File: src/rtl/trex_sprite_render.sv
// Animated T-rex sprite renderer: 2-stage pixel pipeline around a 1-cycle sprite ROM.
// Define TREX_COLLISION_EN to add the obs_pix input and sticky hit output.
module trex_sprite_render #(
  parameter int unsigned SPR_W    = 20,
  parameter int unsigned SPR_H    = 22,
  parameter int unsigned ROM_AW   = 10,
  parameter int unsigned ANIM_DIV = 6,
  parameter logic [9:0]  INIT_X   = 10'd40,
  parameter logic [8:0]  INIT_Y   = 9'd400,
  parameter logic [11:0] FG_RGB   = 12'h535,
  parameter logic [11:0] BG_RGB   = 12'hFFF
) (
  input  logic              clk,
  input  logic              rst,
  input  logic              pixel_clk,
  input  logic [9:0]        x,
  input  logic [8:0]        y,
  input  logic              active,
  input  logic              animate,
  input  logic              screened,
  input  logic              Hsync_i,
  input  logic              Vsync_i,
  input  logic [9:0]        pos_x,
  input  logic [8:0]        pos_y,
  input  logic              pos_wr,
  output logic [ROM_AW-1:0] rom_addr,
  input  logic              rom_data,
`ifdef TREX_COLLISION_EN
  input  logic              obs_pix,
  output logic              hit,
`endif
  output logic [11:0]       rgb,
  output logic              Hsync_o,
  output logic              Vsync_o
);

  localparam int unsigned CNT_W = (ANIM_DIV > 1) ? $clog2(ANIM_DIV) : 1;

  logic [9:0]        pend_x_q, pend_x_d, live_x_q, live_x_d;
  logic [8:0]        pend_y_q, pend_y_d, live_y_q, live_y_d;
  logic [CNT_W-1:0]  frame_cnt_q, frame_cnt_d;
  logic              sel_q, sel_d;
  logic [ROM_AW-1:0] rom_addr_q, rom_addr_d;
  logic              act1_q, act1_d, inside1_q, inside1_d;
  logic              hs1_q, hs1_d, vs1_q, vs1_d;
  logic [11:0]       rgb_q, rgb_d;
  logic              hs2_q, hs2_d, vs2_q, vs2_d;
  logic [10:0]       x_end_s, y_end_s;
  logic [9:0]        dx_s;
  logic [8:0]        dy_s;
  logic              inside_s;
  logic [ROM_AW-1:0] addr_s;
`ifdef TREX_COLLISION_EN
  logic              hit_q, hit_d;
`endif

  // Position, animation and both pipeline stages.
  always_comb begin
    // pend_*_d already holds pos_* when pos_wr coincides with animate (bypass).
    pend_x_d = pos_wr ? pos_x : pend_x_q;
    pend_y_d = pos_wr ? pos_y : pend_y_q;
    live_x_d = animate ? pend_x_d : live_x_q;
    live_y_d = animate ? pend_y_d : live_y_q;

    frame_cnt_d = frame_cnt_q;
    sel_d       = sel_q;
    if (screened) begin
      if (frame_cnt_q == CNT_W'(ANIM_DIV - 1)) begin
        frame_cnt_d = CNT_W'(0);
        sel_d       = ~sel_q;
      end else begin
        frame_cnt_d = frame_cnt_q + CNT_W'(1);
      end
    end else begin
      frame_cnt_d = frame_cnt_q;
    end

    // 11-bit bounds so a sprite near the right/bottom edge clips instead of wrapping.
    x_end_s  = {1'b0, live_x_q} + 11'(SPR_W);
    y_end_s  = {2'b00, live_y_q} + 11'(SPR_H);
    inside_s = active && (x >= live_x_q) && ({1'b0, x} < x_end_s)
                      && (y >= live_y_q) && ({2'b00, y} < y_end_s);
    dx_s     = x - live_x_q;
    dy_s     = y - live_y_q;
    addr_s   = (sel_q ? ROM_AW'(SPR_W * SPR_H) : ROM_AW'(0))
             + ROM_AW'(dy_s) * ROM_AW'(SPR_W) + ROM_AW'(dx_s);

    rom_addr_d = (pixel_clk && inside_s) ? addr_s : rom_addr_q;
    act1_d     = pixel_clk ? active   : act1_q;
    inside1_d  = pixel_clk ? inside_s : inside1_q;
    hs1_d      = pixel_clk ? Hsync_i  : hs1_q;
    vs1_d      = pixel_clk ? Vsync_i  : vs1_q;

    if (pixel_clk) begin
      if (!act1_q) begin
        rgb_d = 12'h000;
      end else begin
        rgb_d = (inside1_q && rom_data) ? FG_RGB : BG_RGB;
      end
    end else begin
      rgb_d = rgb_q;
    end
    hs2_d = pixel_clk ? hs1_q : hs2_q;
    vs2_d = pixel_clk ? vs1_q : vs2_q;

`ifdef TREX_COLLISION_EN
    if (pixel_clk && inside1_q && rom_data && obs_pix) begin
      hit_d = 1'b1;
    end else begin
      hit_d = screened ? 1'b0 : hit_q;
    end
`endif
  end

  // State and pipeline registers.
  always_ff @(posedge clk or negedge rst) begin
    if (!rst) begin
      pend_x_q    <= INIT_X;
      pend_y_q    <= INIT_Y;
      live_x_q    <= INIT_X;
      live_y_q    <= INIT_Y;
      frame_cnt_q <= CNT_W'(0);
      sel_q       <= 1'b0;
      rom_addr_q  <= ROM_AW'(0);
      act1_q      <= 1'b0;
      inside1_q   <= 1'b0;
      hs1_q       <= 1'b0;
      vs1_q       <= 1'b0;
      rgb_q       <= 12'h000;
      hs2_q       <= 1'b0;
      vs2_q       <= 1'b0;
`ifdef TREX_COLLISION_EN
      hit_q       <= 1'b0;
`endif
    end else begin
      pend_x_q    <= pend_x_d;
      pend_y_q    <= pend_y_d;
      live_x_q    <= live_x_d;
      live_y_q    <= live_y_d;
      frame_cnt_q <= frame_cnt_d;
      sel_q       <= sel_d;
      rom_addr_q  <= rom_addr_d;
      act1_q      <= act1_d;
      inside1_q   <= inside1_d;
      hs1_q       <= hs1_d;
      vs1_q       <= vs1_d;
      rgb_q       <= rgb_d;
      hs2_q       <= hs2_d;
      vs2_q       <= vs2_d;
`ifdef TREX_COLLISION_EN
      hit_q       <= hit_d;
`endif
    end
  end

  assign rom_addr = rom_addr_q;
  assign rgb      = rgb_q;
  assign Hsync_o  = hs2_q;
  assign Vsync_o  = vs2_q;
`ifdef TREX_COLLISION_EN
  assign hit      = hit_q;
`endif

endmodule

File: config.mk
export PLATFORM = sky130hd
export DESIGN_NAME = trex_sprite_render
export DESIGN_NICKNAME = d
export VERILOG_FILES = /design/src/rtl/trex_sprite_render.sv
export SDC_FILE = /design/constraint.sdc
export NUM_CORES = 1
export LEC_CHECK = 0
export BUFFER_PORTS_ARGS = -buffer_cell sky130_fd_sc_hd__clkbuf_2
export CORE_MARGIN = 3
export CORE_UTILIZATION = 45
export CTS_CLUSTER_DIAMETER = 120
export CTS_CLUSTER_SIZE = 14
export DETAILED_ROUTE_END_ITERATION = 16
export PLACE_DENSITY = 0.74
export SLEW_MARGIN = 10
export SYNTH_ARGS = -nofsm -noshare
export SYNTH_HDL_FRONTEND = slang
export SYNTH_SLANG_ARGS = --single-unit
export TNS_END_PERCENT = 10
File: constraint.sdc
create_clock -name clk -period 6.59 [get_ports clk]
set_input_delay 0.9885 -clock clk [delete_from_list [all_inputs] [get_ports clk]]
set_output_delay 0.9885 -clock clk [all_outputs]
set_load 0.01 [all_outputs]
Yosys cells after proc, flatten, opt, wreduce, memory -nomap -nowiden:

Index checks and enable logic that the tools add are counted.

* flip-flop bits (word level): 70
* bits of input ports: 48
* output and inout bits: 24
* logic and storage cells: 41

* add/subtract/negate cells: 7
* multipliers: 1
* $lt $le $gt $ge: 4
* equality and inequality tests: 1
* muxes and demuxes: 6
* bitwise gates (word level): 1
* reduce and logical (&&, ||, !) cells: 7

Operator list (number)
* 12-bit 2-to-1 mux: 2
* 9-bit 2-to-1 mux: 2
* 10-bit by 5-bit adder with 11-bit output, second input constant: 1
* 10-bit by 11-bit < comparator with 1-bit output: 1
* 10-bit adder: 1
* 9-bit by 10-bit adder with 10-bit output: 1
* 9-bit by 5-bit adder with 10-bit output, second input constant: 1
* 10-bit >= comparator: 1
* 9-bit by 10-bit < comparator with 1-bit output: 1
* 10-bit 2-to-1 mux: 1
* 10-bit subtractor: 1
* 9-bit >= comparator: 1
* 9-bit by 3-bit multiplier with 8-bit output, second input constant: 1
* 9-bit subtractor: 1
* 1-bit logical AND: 6
* 3-bit by 1-bit adder with 3-bit output, second input constant: 1
* 3-bit == test, second input constant: 1
* 3-bit 2-to-1 mux: 1
* 2-bit AND reduction: 1
* 1-bit NOT: 1

Depth between registers and ports, before layout:

Gate-level depths: netlist of run 1.

* depth after elaboration: 6
* depth in mapped cells: 22
* depth with buffers taken out: 22

Worst setup path after synthesis of run 1:

Ideal clock, no wire load.

* path type: input port to flip-flop
* start point: input y[0]
* end point: register rom_addr_q[9], in the netlist rom_addr[9]
* setup time: 0.125 ns
* data arrival time: 4.958 ns
* setup slack: 1.507 ns
* stages on the path: 21
* buffers on the path: 0
* cell sequence: inv_1 ha_1 fa_1 inv_1 a21o_1 a21oi_1 xnor2_1 ha_1 inv_1 fa_1 inv_1 fa_1 inv_1 fa_1 inv_1 ha_1 or3_1 o211ai_1 xnor2_1 xnor2_1 mux2_2

* longest elaborated chain between the ends: 4
* elaborated cells between the ends (all ways): 9
* those cells by class: add/sub: 3; mul: 1; order compare: 2; reduce/logical: 3

RTL lines
* start, declared: RTL line 17 `input logic [8:0] y,`
* 9-bit subtractor or 9-bit >= comparator (tied branches): RTL line 84, 82
* 9-bit by 3-bit multiplier with 8-bit output or 1-bit logical AND (tied branches): RTL line 86, 82
* 9-bit by 10-bit adder with 10-bit output or 1-bit logical AND (tied branches): RTL line 86, 82
* 10-bit adder or 1-bit logical AND (tied branches): RTL line 86, 88
* end signal, assigned: RTL line 142 `rom_addr_q <= rom_addr_d;`
* end, declared: RTL line 43 `logic [ROM_AW-1:0] rom_addr_q, rom_addr_d;`

Parallel ways exist; a longest one is shown, timed or not.
A chain may end at the register's enable or synchronous reset.

Worst setup path after layout of run 1:

Ends and elaborated chain as after synthesis.

==> results.txt, run 1 <==
- Die height: 105 um
* Internal power of the cells: 1.32 mW
- Critical Path Max Stage Delay: 0.53 ns
* Area delta synth->final: 14.9%
* Cell seen most often among critical-path stages: sky130_fd_sc_hd__inv_1
- Fill cells in the final layout number 870.
- In the final routed layout, each cell accounts on average for 13.4 um.
- The min-delay analysis places its worst path in the category reg -> reg.
- The floorplan has 35 rows.
- Derived from the worst setup path, the maximum achievable clock frequency is 196 MHz.
- Vias in the first global route: 3240
* Buffers plus inverters on the worst setup path: 7
* Vias per Instance: 4.93
* Average cell area after synthesis: 10.4 um^2
- Of the post-synthesis cell area, the dominant cell type holds 0.285.
- Pre-CTS setup slack: 1.16 ns
* Routed WL: 8290 um
- On the critical path the largest part of the delay comes from adder cells.
- The repair_antennas step left the layout with diodes totalling 0.
* CTS tree: done
- Clock-pin slew was measured on the worst setup and hold paths at 0.06 ns.
- Sequential share of the synthesized area: 0.345
- Iteration-0 DRC Markers: 74
* CTS max path bufs: 2
- For this run, the leading register cell type out of synthesis is sky130_fd_sc_hd__dfrtp_1.
* Crit path arrival time: 5.31 ns
* Count of endpoints failing hold in the final timing report: 0
* Cts-stage hold buffer count: 0
- Setup repair after global routing left no endpoint under its margin.
* Instance area after placement: 0.00481 mm^2
* Run status: completed
* Final setup slack of the worst path: 1.50 ns
- Switching Share: 0.393
- Port-buffer cells: 71
- In this run the horizontal extent of the chip is 105 um.
- Number of register bits inferred by synthesis: 60
- Number of CTS-inserted buffers: 9
- Sequential power share: 0.223
* Post-Syn Instances: 420
- Post-Route Hold Slack: 0.483 ns
* Transition time at the pin with the least slew margin: 0.731 ns
- Detailed placement ended at an HPWL of 6780 um.
* Global-route usage over all layers: 0.161
- Yosys printed 0 warnings.
- Top cells by area, synth: sky130_fd_sc_hd__dfrtp_1, sky130_fd_sc_hd__ha_1, sky130_fd_sc_hd__mux2_2
- Of all flip-flops after synthesis, the portion carrying an async set or reset was 1.00.
- Final number of max-transition violations: 0
- Ordered list of cells on the worst path: clkbuf_2 > inv_1 > ha_1 > fa_1 > inv_1 > a21o_1 > a21oi_1 > xnor2_1 > ha_1 > inv_1 > fa_1 > inv_1 > fa_1 > inv_1 > fa_1 > inv_1 > ha_1 > or3_1 > o211ai_1 > xnor2_1 > xnor2_1 > mux2_2
- Yosys mapped a number of flops with a built-in enable equal to 0.
- The later pin in the worst-skew pair is clocked with a latency of 0.34 ns.
* Type of element capturing the critical path: flop
- The worst-case IR drop observed on VDD is 248 uV.
* Cell accounting for the most synthesized area: sky130_fd_sc_hd__dfrtp_1
* Clk pwr share: 0.175
- Total power: 2.18 mW
- Max cap viols: 0
* Post-synthesis instance area: 0.00439 mm^2
* Fraction of final layout cells sized beyond drive strength 1: 0.279
- Residual antenna-violating net count after detailed routing: 0
* Data required time at the worst endpoint: 6.81 ns
- DIE AREA: 0.0110 mm^2
- Level count of the clock H-tree: 3
* Clock Skews: 0.00576 ns
- Switching pwr: 856 uW
- The share of total power dissipated in combinational logic is 0.602.
- Number of standard cells in the layout, taps in and fillers out: 620
* Synth Net Count: 540
- In this run, distinct cell masters in the synthesized netlist total 44.
* Count of cells resized by post-cts repair: 0
- CTS placed an instance of sky130_fd_sc_hd__clkbuf_8 at the clock tree root.
- Setup bufs post-CTS: 0
- Static leakage power: 2.54 nW
- Maximum number of pins on one net before global-route repair: 61
- After detailed routing, the number of remaining DRC violations is 0.
* NumNets Final: 606
- The initial utilization of the core area, before any placement, comes to 0.468.
* Number of sinks driven by the clock tree: 60
* Final cell utilization of the core: 0.538
- The pre-antenna-repair detailed-routing pass consisted of 4 iterations.
- Dividing the final minimum period by the clock period gives 0.773.
- Antenna violations before repair: 0
- Overflow left after global routing: 0
* Count of boundary I/O pins: 72
- After detailed placement, the design holds a cell count of 604.
* Wire length of the first global-routing pass: 14400 um
* Post-route standard cell area excluding fillers: 0.00504 mm^2
* Weighted congestion reported at the end of routability-driven placement: 0.880
* Worst setup path category: in -> reg
- On the critical path, the stage with the largest delay is an instance of sky130_fd_sc_hd__fa_1.
* Slew margin rel.: 0.513
* Power density normalized to cell area: 432 mW/mm^2
- Worst Setup Start Kind: input pin
- Along the worst path, the maximum fanout reaches 3.
- Setup-failing EPs final: 0
- The routed layout has 3056 vias.
- Post-layout min period: 5.09 ns
* Total negative slack for setup checks: 0 ns
* Core Region: 0.00937 mm^2
state kept, by name (all words and copies together), names as in the netlist:
name         cells
Hsync_o          1
vs1_q            1
live_x_q        10
pend_x_q        10
frame_cnt_q      3
Vsync_o          1
hs1_q            1
rgb              2
act1_q           1
live_y_q         9
sel_q            1
inside1_q        1
pend_y_q         9
rom_addr        10
path summary, 6_finish.rpt:
path                                                end  slack (ns)                    start  depth (start not counted)
worst max-delay path            rom_addr[9]$_DFFE_PN0P_        1.50                     y[0]                         22
worst min register to register    inside1_q$_DFFE_PN0P_        0.48    inside1_q$_DFFE_PN0P_                          1
worst max register to register  rom_addr[9]$_DFFE_PN0P_        1.85  live_y_q[0]$_DFFE_PN0P_                         20
min in group asynchronous         pend_x_q[0]$_DFF_PN0_        0.80                      rst                          2
max in group asynchronous       rom_addr[9]$_DFFE_PN0P_        5.32                      rst                          2
worst min-delay path              inside1_q$_DFFE_PN0P_        0.48    inside1_q$_DFFE_PN0P_                          1
cells by family (layout without fill, tap and decap cells):
logic type / after synthesis / count (layout) / synth area share
buffers and inverters: 81 / 152 / 0.0787
XOR/XNOR: 32 / 32 / 0.0639
adder cells (fa/ha/maj): 72 / 72 / 0.234
AND/OR/NAND/NOR: 55 / 55 / 0.0625
AO/OA/AOI/OAI: 82 / 82 / 0.118
multiplexers: 38 / 38 / 0.0975
flip-flops: 60 / 60 / 0.345
synthesized netlist by cell type (2+ instances only):
cell,count
sky130_fd_sc_hd__dfrtp_1,50
sky130_fd_sc_hd__inv_1,63
sky130_fd_sc_hd__clkbuf_1,6
sky130_fd_sc_hd__o211ai_1,3
sky130_fd_sc_hd__nor2_1,3
sky130_fd_sc_hd__nor3b_1,2
sky130_fd_sc_hd__xnor2_1,25
sky130_fd_sc_hd__nand2b_1,6
sky130_fd_sc_hd__or4_1,2
sky130_fd_sc_hd__buf_4,11
sky130_fd_sc_hd__a21oi_1,18
sky130_fd_sc_hd__nor3_1,6
sky130_fd_sc_hd__nand2_1,25
sky130_fd_sc_hd__ha_1,55
sky130_fd_sc_hd__mux2_2,33
sky130_fd_sc_hd__or2_2,2
sky130_fd_sc_hd__or3_1,3
sky130_fd_sc_hd__xor2_1,7
sky130_fd_sc_hd__fa_1,17
sky130_fd_sc_hd__a2111oi_0,2
sky130_fd_sc_hd__dfstp_2,10
sky130_fd_sc_hd__a21o_1,12
sky130_fd_sc_hd__nand3_1,3
sky130_fd_sc_hd__o21a_1,4
sky130_fd_sc_hd__o21ai_0,30
sky130_fd_sc_hd__mux2i_1,3
sky130_fd_sc_hd__o21bai_1,2
power by group through the flow:
| stage | Clock [mW] | Sequential [mW] | Combinational (mW) |
|---|---|---|---|
| finish | 0.382 | 0.486 | 1.31 |
| detailed placement | 0 | 0.495 | 1.31 |
| global route | 0.408 | 0.497 | 1.49 |
| CTS | 0.395 | 0.488 | 1.32 |
| global placement | 0 | 0.493 | 1.25 |
| floorplan | 0 | 0.500 | 1.03 |
per-layer routing:
layer	routed length (um)	vias to the layer above	track usage
met5	0	-	0
met4	153	0	0.0534
met3	444	14	0.0414
met2	3840	67	0.261
met1	3850	1436	0.209
li1	-	1539	-
layout make-up:
cell class / instances / area [um^2] / share of cell area
Timing Repair Buffer: 73 / 370 / 0.0734
Sequential cell: 60 / 1510 / 0.300
Inverter: 63 / 236 / 0.0469
Tap cell: 129 / 161 / 0.0320
Clock inverter: 5 / 81.3 / 0.0161
Multi-Input combinational cell: 279 / 2530 / 0.501
Clock buffer: 11 / 151 / 0.0300
placed cells by master, fill, tap and decap left out, types with 2 or more instances in the layout:
master,instances
sky130_fd_sc_hd__a2111oi_0,2
sky130_fd_sc_hd__a21o_1,12
sky130_fd_sc_hd__a21oi_1,18
sky130_fd_sc_hd__buf_4,2
sky130_fd_sc_hd__bufinv_16,2
sky130_fd_sc_hd__clkbuf_2,71
sky130_fd_sc_hd__clkbuf_8,11
sky130_fd_sc_hd__dfrtp_1,50
sky130_fd_sc_hd__dfstp_2,10
sky130_fd_sc_hd__fa_1,17
sky130_fd_sc_hd__ha_1,55
sky130_fd_sc_hd__inv_1,63
sky130_fd_sc_hd__mux2_2,33
sky130_fd_sc_hd__mux2i_1,3
sky130_fd_sc_hd__nand2_1,25
sky130_fd_sc_hd__nand2b_1,6
sky130_fd_sc_hd__nand3_1,3
sky130_fd_sc_hd__nor2_1,3
sky130_fd_sc_hd__nor3_1,6
sky130_fd_sc_hd__nor3b_1,2
sky130_fd_sc_hd__o211ai_1,3
sky130_fd_sc_hd__o21a_1,4
sky130_fd_sc_hd__o21ai_0,30
sky130_fd_sc_hd__o21bai_1,2
sky130_fd_sc_hd__or2_2,2
sky130_fd_sc_hd__or3_1,3
sky130_fd_sc_hd__or4_1,2
sky130_fd_sc_hd__xnor2_1,25
sky130_fd_sc_hd__xor2_1,7
(Power assumes the default switching activity.)
==> run 2, diff against run 1 <==
Settings changed: ABC_AREA set to 1.
Clock period 6.59 ns to 5 ns, I/O delays scaled along.
==> run 2 against run 1 <==
Net effect:
- sequential power grew 32%
- critical path type unchanged
- clock skew grew 0.0033 ns
- synthesized area rose by 6.0%
- largest power group unchanged
- global-route usage up 1.8 points
==> results.txt, run 2 <==
- Run status: completed (unchanged).
- Type of element capturing the critical path: flop (unchanged)
- Cts-stage hold buffer count: 0 (unchanged)
- The global-route wire length before repair came to 16300 um (was 14400 um).
- Slew margin rel.: 0.496 (was 0.513)
- The number of warning messages in the yosys log came to 0 (unchanged).
* Total negative slack for setup checks: 0 ns (unchanged)
- The total leakage power was 2.87 nW (was 2.54 nW).
- The clock tree skew after final layout is 0.00907 ns (was 0.00576 ns).
* Count of cells resized by post-cts repair: 0 (unchanged)
- The class of the most critical hold timing path was reg -> reg (unchanged).
* Cell accounting for the most synthesized area: sky130_fd_sc_hd__dfrtp_1 (unchanged)
- The count of distinct cell types in the synthesized netlist is 36 (was 44).
- Dividing the final minimum period by the clock period gives 0.912.
- Post-layout min period: 4.56 ns
* CTS tree: done (unchanged)
* Commonest cells after routing, fill and taps aside: sky130_fd_sc_hd__nand2_1, sky130_fd_sc_hd__inv_1, sky130_fd_sc_hd__clkbuf_2 (was sky130_fd_sc_hd__clkbuf_2, sky130_fd_sc_hd__inv_1, sky130_fd_sc_hd__ha_1)
- Critical Path Max Stage Delay: 0.53 ns (about the same)
- The estimated wirelength of the detail-placed design is 7610 um (was 6780 um).
- RSZ-0062 raised after global routing: no (unchanged).
* Post-Syn Instances: 541 (was 420)
- The final weighted congestion in routability-driven placement is 0.849 (was 0.880).
* Final setup slack of the worst path: 0.442 ns (was 1.50 ns)
- The clock latency on the worst-skew pair is 0.36 ns (was 0.34 ns).
- The number of buffers on the longest clock path was 2 (unchanged).
- Ordered list of cells on the worst path: clkbuf_2 > inv_1 > ha_1 > fa_1 > nor2_1 > a211oi_1 > xnor2_1 > ha_1 > inv_1 > fa_1 > inv_1 > fa_1 > ha_1 > ha_1 > a21oi_1 > o21ai_0 > a31oi_1 > nand3_1 > nand2_1 > nand2_1 > nand3_1 > nand2_1 (was clkbuf_2 > inv_1 > ha_1 > fa_1 > inv_1 > a21o_1 > a21oi_1 > xnor2_1 > ha_1 > inv_1 > fa_1 > inv_1 > fa_1 > inv_1 > fa_1 > inv_1 > ha_1 > or3_1 > o211ai_1 > xnor2_1 > xnor2_1 > mux2_2)
- Worst Setup Start Kind: input pin (unchanged)
- The starting density of the core was 0.469 (was 0.468).
* Top post-synthesis cells by count: sky130_fd_sc_hd__nand2_1, sky130_fd_sc_hd__inv_1, sky130_fd_sc_hd__ha_1 (was sky130_fd_sc_hd__inv_1, sky130_fd_sc_hd__ha_1, sky130_fd_sc_hd__dfrtp_1)
- Vias per Instance: 4.77 (was 4.93)
- Core Region: 0.00991 mm^2 (was 0.00937 mm^2)
* Top-area cell type share of the netlist area: 0.269 (was 0.285)
- The synthesis-to-layout area growth came to 14.0% (was 14.9%).
* Pre-CTS setup slack: 0.0845 ns (was 1.16 ns)
* CP Max Fanout: 5 (was 3)
- The data required time at the worst endpoint came to 5.26 ns (was 6.81 ns).
- Detailed-route wire length per cell: 12.6 um (was 13.4 um)
- The height of the die was 108 um (was 105 um).
- Cell seen most often among critical-path stages: sky130_fd_sc_hd__ha_1 (was sky130_fd_sc_hd__inv_1)
* Count of endpoints failing hold in the final timing report: 0 (unchanged)
- Power density normalized to cell area: 543 mW/mm^2 (was 432 mW/mm^2)
- Count of boundary I/O pins: 72 (unchanged)
- Vias in the first global route: 3519 (was 3240)
* Residual antenna-violating net count after detailed routing: 0 (unchanged)
- The max-slew violation count came to 0 (unchanged).
* DRC viols: 0 (unchanged)
- The number of antenna repair diodes came to 0 (unchanged).
- The most common cell in the synthesized netlist was sky130_fd_sc_hd__nand2_1 (was sky130_fd_sc_hd__inv_1).
- 1st-pass router iterations: 4 (unchanged)
* Antenna violations before repair: 0 (unchanged)
- The count of max-cap constraint violations came to 0 (unchanged).
- The type of the worst setup path is in -> reg (unchanged).
- The sum of buffers and inverters on the critical path is 4 (was 7).
- Global-route usage over all layers: 0.178 (was 0.161)
- Most common cell after layout, fill and taps aside: sky130_fd_sc_hd__nand2_1 (was sky130_fd_sc_hd__clkbuf_2)
* Setup-failing EPs final: 0 (unchanged)
* NumNets Final: 725 (was 606)
* Top cells by area, synth: sky130_fd_sc_hd__dfrtp_1, sky130_fd_sc_hd__ha_1, sky130_fd_sc_hd__nand2_1 (was sky130_fd_sc_hd__dfrtp_1, sky130_fd_sc_hd__ha_1, sky130_fd_sc_hd__mux2_2)
- The number of H-tree levels was 3 (unchanged).
- Iteration-0 DRC Markers: 112 (was 74)
* DIE AREA: 0.0116 mm^2 (was 0.0110 mm^2)
- The number of standard-cell rows in the floorplan was 36 (was 35).
- Setup bufs post-CTS: 0 (unchanged)
- Static timing analysis puts the maximum clock frequency at 219 MHz.
- The number of enable flip-flop cells after synthesis was 0 (unchanged).
* Number of sinks driven by the clock tree: 60 (unchanged)
* CTS Root Buffer Type: sky130_fd_sc_hd__clkbuf_8 (unchanged)
- Overflow left after global routing: 0 (unchanged)
* Filler cells: 944 (was 870)
* Maximum resistive drop on vdd: 398 uV (was 248 uV)
- Routed WL: 9350 um (was 8290 um)
* Average cell area after synthesis: 8.60 um^2 (was 10.4 um^2)
- Die W: 108 um (was 105 um)
- Port-buffer cells: 71 (unchanged)
- Synth Net Count: 661 (was 540)
- Number of standard cells in the layout, taps in and fillers out: 743 (was 620)
* Fraction of final layout cells sized beyond drive strength 1: 0.228 (was 0.279)
- Transition time at the pin with the least slew margin: 0.756 ns (was 0.731 ns)
* Worst-path clk slew: 0.08 ns (was 0.06 ns)
- Post-synth top flop: sky130_fd_sc_hd__dfrtp_1 (unchanged)
- Post-synthesis instance area: 0.00465 mm^2 (was 0.00439 mm^2)
* Number of CTS-inserted buffers: 9 (unchanged)
- The endpoint arrival time on the critical path is 4.81 ns (was 5.31 ns).
- Fraction of registers with async set or reset after synthesis: 1.00 (unchanged)
- The cell count after placement was 727 (was 604).
- Number of register bits inferred by synthesis: 60 (unchanged)
* Highest-delay cell along the critical path: sky130_fd_sc_hd__fa_1 (unchanged)
* Crit-path leading delay family: adder cells (unchanged)
* Maximum number of pins on one net before global-route repair: 61 (unchanged)
* Routed vias: 3545 (was 3056)
- The sequential-to-total area share from yosys stat is 0.326 (was 0.345).
run 2: kinds of logic (layout without fill, tap and decap cells):
family | after synthesis | in the layout | synth area share
buf+inv | 112 | 181 | 0.102
mux | 23 | 23 | 0.0557
xor+xnor | 26 | 26 | 0.0490
simple gates | 190 | 190 | 0.179
fa+ha+maj | 72 | 72 | 0.221
flops | 60 | 60 | 0.326
compound gates | 58 | 58 | 0.0673
run 2: area by class of cell:
type	instances	area [um^2]	area share
well taps	133	166	0.0314
multi-input cells	369	2660	0.502
flip-flops and latches	60	1510	0.285
clock buffers	12	155	0.0293
inverters	93	350	0.0661
repair buffers	72	363	0.0684
clock inverters	4	95.1	0.0179
run 2: power breakdown:
part           leakage (nW)  internal (mW)  switching, mW  total (mW)
Sequential            0.712          0.585         0.0560       0.641
Clock                 0.127          0.358          0.204       0.562
Combinational          2.03          0.705          0.975        1.68
run 2: layer usage:
layer,share of wire,track usage
met5,0,0
met4,0.022,0.0712
met3,0.049,0.0432
met2,0.45,0.274
met1,0.48,0.242
run 2: final timing paths:
kind | slack [ns] | from | cells after the start | end
max | 0.44 | y[0] | 22 | rom_addr[9]$_DFFE_PN0P_
min | 0.46 | frame_cnt_q[0]$_DFFE_PN0P_ | 1 | frame_cnt_q[0]$_DFFE_PN0P_
max reg2reg | 0.54 | live_y_q[0]$_DFFE_PN0P_ | 20 | rom_addr[9]$_DFFE_PN0P_
min reg2reg | 0.46 | frame_cnt_q[0]$_DFFE_PN0P_ | 1 | frame_cnt_q[0]$_DFFE_PN0P_
max in group asynchronous | 3.95 | rst | 2 | live_y_q[6]$_DFFE_PN0P_
min in group asynchronous | 0.51 | rst | 2 | Vsync_o$_DFFE_PN0P_
run 2: stage by stage:
| stage | hold slack, ns | power [mW] | area, um^2 | util |
|---|---|---|---|---|
| after floorplan | 0.441 | 1.98 | 4650 | - |
| after global placement | 0.456 | 2.27 | 5050 | 0.510 |
| after detailed placement | 0.459 | 2.33 | 5050 | 0.510 |
| after CTS | 0.468 | 2.91 | 5300 | 0.535 |
| after global routing | 0.480 | 3.25 | 5300 | 0.535 |
| final | 0.464 | 2.88 | 5300 | 0.535 |
